--- src/rtl/oam_dma_if.sv ---
// ============================================================================
// Module      : oam_dma_if
// Description : Bus bundle between the CPU side and the OAM DMA engine.
//               Carries the CPU write decode inputs, cycle parity, memory
//               read data, and the DMA-driven bus outputs.
// Ports       : (signals only, no ports)
//               bus_addr/bus_din/bus_wr  - CPU write bus observed for trigger
//               odd_or_even              - CPU cycle parity, 1 = odd
//               mem_rdata                - memory read data (1-cycle latency)
//               dma_hijack/dma_addr/dma_dout/dma_wr/dma_done - DMA outputs
// Revision    : 1.0 - initial release
// ============================================================================
`default_nettype none

interface oam_dma_if;
  logic [15:0] bus_addr;
  logic [7:0]  bus_din;
  logic        bus_wr;
  logic        odd_or_even;
  logic [7:0]  mem_rdata;
  logic        dma_hijack;
  logic [15:0] dma_addr;
  logic [7:0]  dma_dout;
  logic        dma_wr;
  logic        dma_done;

  // DMA engine side
  modport slave (
    input  bus_addr, bus_din, bus_wr, odd_or_even, mem_rdata,
    output dma_hijack, dma_addr, dma_dout, dma_wr, dma_done
  );

  // CPU / system side
  modport master (
    output bus_addr, bus_din, bus_wr, odd_or_even, mem_rdata,
    input  dma_hijack, dma_addr, dma_dout, dma_wr, dma_done
  );
endinterface

`default_nettype wire

--- src/rtl/oam_dma.sv ---
// ============================================================================
// Module      : oam_dma
// Description : Sprite OAM DMA engine. A CPU write to TRIGGER_ADDR latches a
//               source page, halts the CPU, optionally waits one alignment
//               cycle, then copies 256 bytes {page,00..FF} to OAM_DATA_ADDR
//               as alternating read/write cycles.
// Ports       : cpu_clk - single clock, rising edge
//               reset   - asynchronous active-high reset
//               bus     - oam_dma_if.slave bundle (CPU bus in, DMA bus out)
// Revision    : 1.0 - initial release
// ============================================================================
`default_nettype none

module oam_dma #(
  parameter logic [15:0] TRIGGER_ADDR  = 16'h4014,
  parameter logic [15:0] OAM_DATA_ADDR = 16'h2004
) (
  input logic      cpu_clk,
  input logic      reset,
  oam_dma_if.slave bus
);

  typedef enum logic [2:0] {
    S_IDLE  = 3'd0,
    S_HALT  = 3'd1,
    S_ALIGN = 3'd2,
    S_READ  = 3'd3,
    S_WRITE = 3'd4
  } state_t;

  state_t      state_q, state_d;
  logic [7:0]  idx_q, idx_d;
  logic [7:0]  page_q, page_d;
  logic        hijack_q;
  logic        done_q, done_d;

  logic [15:0] dma_addr_w;
  logic [7:0]  dma_dout_w;
  logic        dma_wr_w;

  always_ff @(posedge cpu_clk or posedge reset) begin
    if (reset) begin
      state_q  <= S_IDLE;
      idx_q    <= 8'h00;
      page_q   <= 8'h00;
      hijack_q <= 1'b0;
      done_q   <= 1'b0;
    end else begin
      state_q  <= state_d;
      idx_q    <= idx_d;
      page_q   <= page_d;
      // Hijack follows the next state so it rises the cycle after the trigger
      hijack_q <= (state_d != S_IDLE);
      done_q   <= done_d;
    end
  end

  always_comb begin
    state_d    = state_q;
    idx_d      = idx_q;
    page_d     = page_q;
    done_d     = 1'b0;
    dma_addr_w = 16'h0000;
    dma_dout_w = 8'h00;
    dma_wr_w   = 1'b0;

    case (state_q)
      S_IDLE: begin
        // The CPU bus is only decoded here, so DMA's own writes never retrigger
        if (bus.bus_wr && (bus.bus_addr == TRIGGER_ADDR)) begin
          page_d  = bus.bus_din;
          idx_d   = 8'h00;
          state_d = S_HALT;
        end
      end
      S_HALT: begin
        state_d = bus.odd_or_even ? S_ALIGN : S_READ;
      end
      S_ALIGN: begin
        state_d = S_READ;
      end
      S_READ: begin
        dma_addr_w = {page_q, idx_q};
        state_d    = S_WRITE;
      end
      S_WRITE: begin
        // Read data returns one cycle after the READ address, i.e. now
        dma_addr_w = OAM_DATA_ADDR;
        dma_dout_w = bus.mem_rdata;
        dma_wr_w   = 1'b1;
        if (idx_q == 8'hFF) begin
          state_d = S_IDLE;
          done_d  = 1'b1;
        end else begin
          idx_d   = idx_q + 8'd1;
          state_d = S_READ;
        end
      end
      default: begin
        state_d = S_IDLE;
      end
    endcase
  end

  assign bus.dma_hijack = hijack_q;
  assign bus.dma_done   = done_q;
  assign bus.dma_addr   = dma_addr_w;
  assign bus.dma_dout   = dma_dout_w;
  assign bus.dma_wr     = dma_wr_w;

endmodule

`default_nettype wire

--- src/flat_wrapper.sv ---
// flat-port wrapper written by rule: the top's interface ports become plain ports
module oam_dma_flat 
#(
  parameter logic [15:0] TRIGGER_ADDR  = 16'h4014,
  parameter logic [15:0] OAM_DATA_ADDR = 16'h2004
)
  (cpu_clk, reset, bus_bus_addr, bus_bus_din, bus_bus_wr, bus_odd_or_even, bus_mem_rdata, bus_dma_hijack, bus_dma_addr, bus_dma_dout, bus_dma_wr, bus_dma_done);
  oam_dma_if bus_i ();
  input logic cpu_clk;
  input logic reset;
  input wire logic [$bits(bus_i.bus_addr)-1:0] bus_bus_addr;
  input wire logic [$bits(bus_i.bus_din)-1:0] bus_bus_din;
  input wire logic [$bits(bus_i.bus_wr)-1:0] bus_bus_wr;
  input wire logic [$bits(bus_i.odd_or_even)-1:0] bus_odd_or_even;
  input wire logic [$bits(bus_i.mem_rdata)-1:0] bus_mem_rdata;
  output wire logic [$bits(bus_i.dma_hijack)-1:0] bus_dma_hijack;
  output wire logic [$bits(bus_i.dma_addr)-1:0] bus_dma_addr;
  output wire logic [$bits(bus_i.dma_dout)-1:0] bus_dma_dout;
  output wire logic [$bits(bus_i.dma_wr)-1:0] bus_dma_wr;
  output wire logic [$bits(bus_i.dma_done)-1:0] bus_dma_done;
  assign bus_i.bus_addr = bus_bus_addr;
  assign bus_i.bus_din = bus_bus_din;
  assign bus_i.bus_wr = bus_bus_wr;
  assign bus_i.odd_or_even = bus_odd_or_even;
  assign bus_i.mem_rdata = bus_mem_rdata;
  assign bus_dma_hijack = bus_i.dma_hijack;
  assign bus_dma_addr = bus_i.dma_addr;
  assign bus_dma_dout = bus_i.dma_dout;
  assign bus_dma_wr = bus_i.dma_wr;
  assign bus_dma_done = bus_i.dma_done;
  oam_dma #(.TRIGGER_ADDR(TRIGGER_ADDR), .OAM_DATA_ADDR(OAM_DATA_ADDR)) u_core (.cpu_clk(cpu_clk), .reset(reset), .bus(bus_i));
endmodule
--- config.mk ---
export PLATFORM = sky130hd
export DESIGN_NAME = oam_dma_flat
export DESIGN_NICKNAME = d
export VERILOG_FILES = /design/src/rtl/oam_dma_if.sv /design/src/rtl/oam_dma.sv /design/src/flat_wrapper.sv
export SDC_FILE = /design/constraint.sdc
export NUM_CORES = 1
export LEC_CHECK = 0
export BUFFER_PORTS_ARGS = -buffer_cell sky130_fd_sc_hd__buf_2
export CORE_ASPECT_RATIO = 1.1
export CORE_MARGIN = 2
export CORE_UTILIZATION = 40
export CTS_CLUSTER_SIZE = 14
export DETAILED_ROUTE_END_ITERATION = 10
export PLACE_DENSITY_LB_ADDON = 0.1
export SLEW_MARGIN = 20
export SYNTH_ARGS = -nofsm -noshare
export SYNTH_HDL_FRONTEND = slang
export SYNTH_SLANG_ARGS = --single-unit
export TNS_END_PERCENT = 5
--- constraint.sdc ---
create_clock -name cpu_clk -period 1.75 [get_ports cpu_clk]
set_input_delay 0.4375 -clock cpu_clk [delete_from_list [all_inputs] [get_ports cpu_clk]]
set_output_delay 0.4375 -clock cpu_clk [all_outputs]
set_load 0.02 [all_outputs]
==> impl_metrics.csv <==
group,metric,value,unit
outcome,outcome,"complete, but fails checks",
outcome,violations,"setup timing",
floorplan,dieArea,3450,µm²
synthesis,synth_cell_type_count,38,
routing,via_count,1186,
global_routing,antenna_found_initial,0,
worst_setup_path,max_stage_delay,0.42,ns
pwr,vdd_drop_max,1.15,mV
routing,ant_nets,0,
synthesis,synth_edf_count,0,
worst_setup_path,r2r-end,"u_core.idx_q[5]",
sta,fin_crit,1.92,ns
finish,nFillCells,241,
global_routing,grt_pass1_vias,1137,
routing,drcViolationCount,0,
sta,skew,0.00424,ns
floorplan,start_util,42.8,%
routing,via_per_inst,5.05,
worst_setup_path,cp-start-kind,"flip-flop",
place,io_buffers,62,
worst_setup_path,startpoint,"u_core.state_q[1]",
clock_network,cts.clk_slew.worst_paths,0.12,ns
sta,setup_tns,-3.51,ns
synthesis,postSynthAreaPerCell,9.99,µm²
synthesis,netlist_area,1200,µm²
clock_network,clock_sinks,21,
global_routing,grt_max_degree,22,
pwr,power_density,1270,nW/µm²
synthesis,synthCells,120,
floorplan,io_pins,63,
worst_setup_path,crit_fanout,10,
finish,drive_gt1_share,60.9,%
synthesis,synthFlopType,"dfrtp_1",
worst_setup_path,critPathArrivalTime,1.48,ns
place,gp_congestion,0.770,
sta,slew_viol_final,0,
worst_setup_path,cp.required,1.31,ns
worst_setup_path,path_buf_inv,2,
worst_setup_path,cp_cell_sequence,"or3b_4 > inv_6 > and2_4 > buf_6",
floorplan,die_w,56.2,µm
sta,finalCritPeriodShare,110,%
global_routing,overflow,0,
sta,max_slew_margin,77.0,%
clock_network,worstSkewPairLatency,0.30,ns
sta,setup_viol,25,
worst_setup_path,reg2reg_slack,0,ns
sta,rsz0062_at_grt,"yes",
worst_setup_path,crit_cells,4,
clock_network,clock_path_buffers,2,
run,cap_viol_max_count,0,
place,dpl.hpwl,2160,µm
synthesis,synth_warnings,0,
pwr,leakage,0.964,nW
clock_network,cts_buffers,3,
finish,final_common_cell,"buf_2",
routing,drt-pass1-iter-count,4,
worst_setup_path,crit_family,"simple AND/OR/NAND/NOR gates",
routing,wl_per_cell,13.8,µm
finish,final_cell_mix,"38 x buf_2, 24 x buf_4, 21 x buf_6, 21 x dfrtp_1, 14 x and2_4",
clock_network,root_buffer,"clkbuf_4",
global_routing,grt.total_usage,18.9,%
worst_setup_path,cp-endpoint,"bus_dma_dout[2]",
routing,wl,3250,µm
floorplan,rows,20,
clock_network,cts_tree,"yes",
synthesis,ys_seq_area_share,43.8,%
finish,fin_area,1930,µm²
routing,drtIter0Drc,27,
place,place_area,1670,µm²
sta,worst_pin_slew,0.341,ns
finish,syn2layout_area_growth,61.0,%
sta,worst_slack,-0.172,ns
hold_path,hold_class,"in2async",
floorplan,fp.dieH,61.4,µm
finish,nets,240,
synthesis,syn-num-nets,157,
finish,diodes,0,
floorplan,core,2800,µm²
synthesis,ys_async_sr_fraction,100,%
sta,hold_viol,0,
global_routing,grt_pass1_wl,5090,µm
synthesis,ys_seq_elements,21,
worst_setup_path,worst_setup_path_end_kind,"primary output",
worst_setup_path,reg2reg_depth,6,
worst_setup_path,path_class,"reg2out",
worst_setup_path,reg2reg_from,"u_core.state_q[1]",
sta,fmax,520,MHz
clock_network,htreeDepth,1,
worst_setup_path,crit_slowest_cell,"dfrtp_1",
[worst min-delay path, cell delays in order]
cell and delay (ns):
buf_2 0.09, inv_1 0.04, buf_4 0.27
[registers in the layout, indices dropped and copies added, names as in the netlist]
name,flops
u_core.bus.dma_done,1
u_core.bus.dma_hijack,1
u_core.page_q,8
u_core.state_q,3
u_core.idx_q,8
[per-stage QoR]
stage | instances | hold slack (ns) | util (%) | worst slack [ns] | total power [mW]
after CTS | 231 | 0.144 | 64.4 | -0.171 | 2.28
after floorplan | 120 | 0.414 | - | -0.000144 | 1.52
final | 235 | 0.147 | 68.8 | -0.172 | 2.46
after global routing | 235 | 0.150 | 68.8 | -0.245 | 2.64
after detailed placement | 226 | 0.477 | 59.5 | -0.0566 | 1.91
after global placement | 226 | 0.476 | 59.5 | -0.0188 | 1.90
[worst min path at each step]
stage | end | cells after the start | start | slack (ns)
2_1_floorplan | u_core.bus.dma_done | 1 | reset | 0.41
3_3_place_gp | u_core.idx_q[4] | 3 | reset | 0.48
3_5_place_dp | u_core.page_q[2] | 1 | u_core.page_q[2] | 0.48
4_1_cts | u_core.page_q[4] | 3 | reset | 0.14
5_1_grt | u_core.idx_q[0] | 3 | reset | 0.15
6_report | u_core.idx_q[4] | 3 | reset | 0.15
[final cells by class]
| type | count | area, µm² | share of cell area, % |
|---|---|---|---|
| Sequential cell | 21 | 526 | 27.2 |
| Clock buffer | 3 | 22.5 | 1.17 |
| Tap cell | 33 | 41.3 | 2.14 |
| Timing Repair Buffer | 83 | 607 | 31.5 |
| Multi-Input combinational cell | 91 | 712 | 36.9 |
| Inverter | 3 | 16.3 | 0.843 |
| Clock inverter | 1 | 5.00 | 0.259 |
[power by group]
part	total, mW	internal (mW)	switching [mW]	leakage [nW]
clock network	0.234	0.0851	0.148	0.0177
registers	0.665	0.594	0.0708	0.248
logic	1.56	0.750	0.809	0.698
total	2.46	1.43	1.03	0.964
[cells by family after synthesis]
logic type	share of synthesized area [%]
XOR/XNOR	2.19
AND/OR/NAND/NOR	29.9
flip-flops	43.8
AO/OA/AOI/OAI	11.0
adder cells (fa/ha/maj)	1.04
buffers and inverters	3.76
multiplexers	8.35
[cell usage after synthesis, types with 2 or more instances]
cell / instances / area share, %
or3_1: 2 / 1.0
buf_2: 2 / 0.84
nand3_1: 6 / 2.5
o21ai_0: 8 / 3.3
inv_1: 2 / 0.63
and2_1: 23 / 12
nor4b_1: 2 / 1.5
nor2b_1: 2 / 1.0
clkbuf_1: 2 / 0.63
xnor2_1: 3 / 2.2
dfrtp_1: 21 / 44
mux2_2: 7 / 6.6
nand2_1: 8 / 2.5
nor2_1: 7 / 2.2
a211oi_1: 2 / 1.3
[metal layers]
| metal | GRT usage, % | routed length [µm] | up-vias |
|---|---|---|---|
| met5 | 0 | 0 | - |
| met1 | 23.4 | 1370 | 550 |
| met3 | 2.52 | 192 | 4 |
| met2 | 34.3 | 1640 | 48 |
| met4 | 7.14 | 40 | 0 |
| li1 | - | - | 584 |
[timing repair]
action / 4_1_cts / 5_1_grt
pin swaps: 2 / 11
gates cloned: 0 / 2
gates resized for setup: 35 / 31
hold buffers: 0 / 0
endpoints found under the setup margin: 26 / 37
setup buffers: 1 / 2
Power figures use the tool's default switching activity.
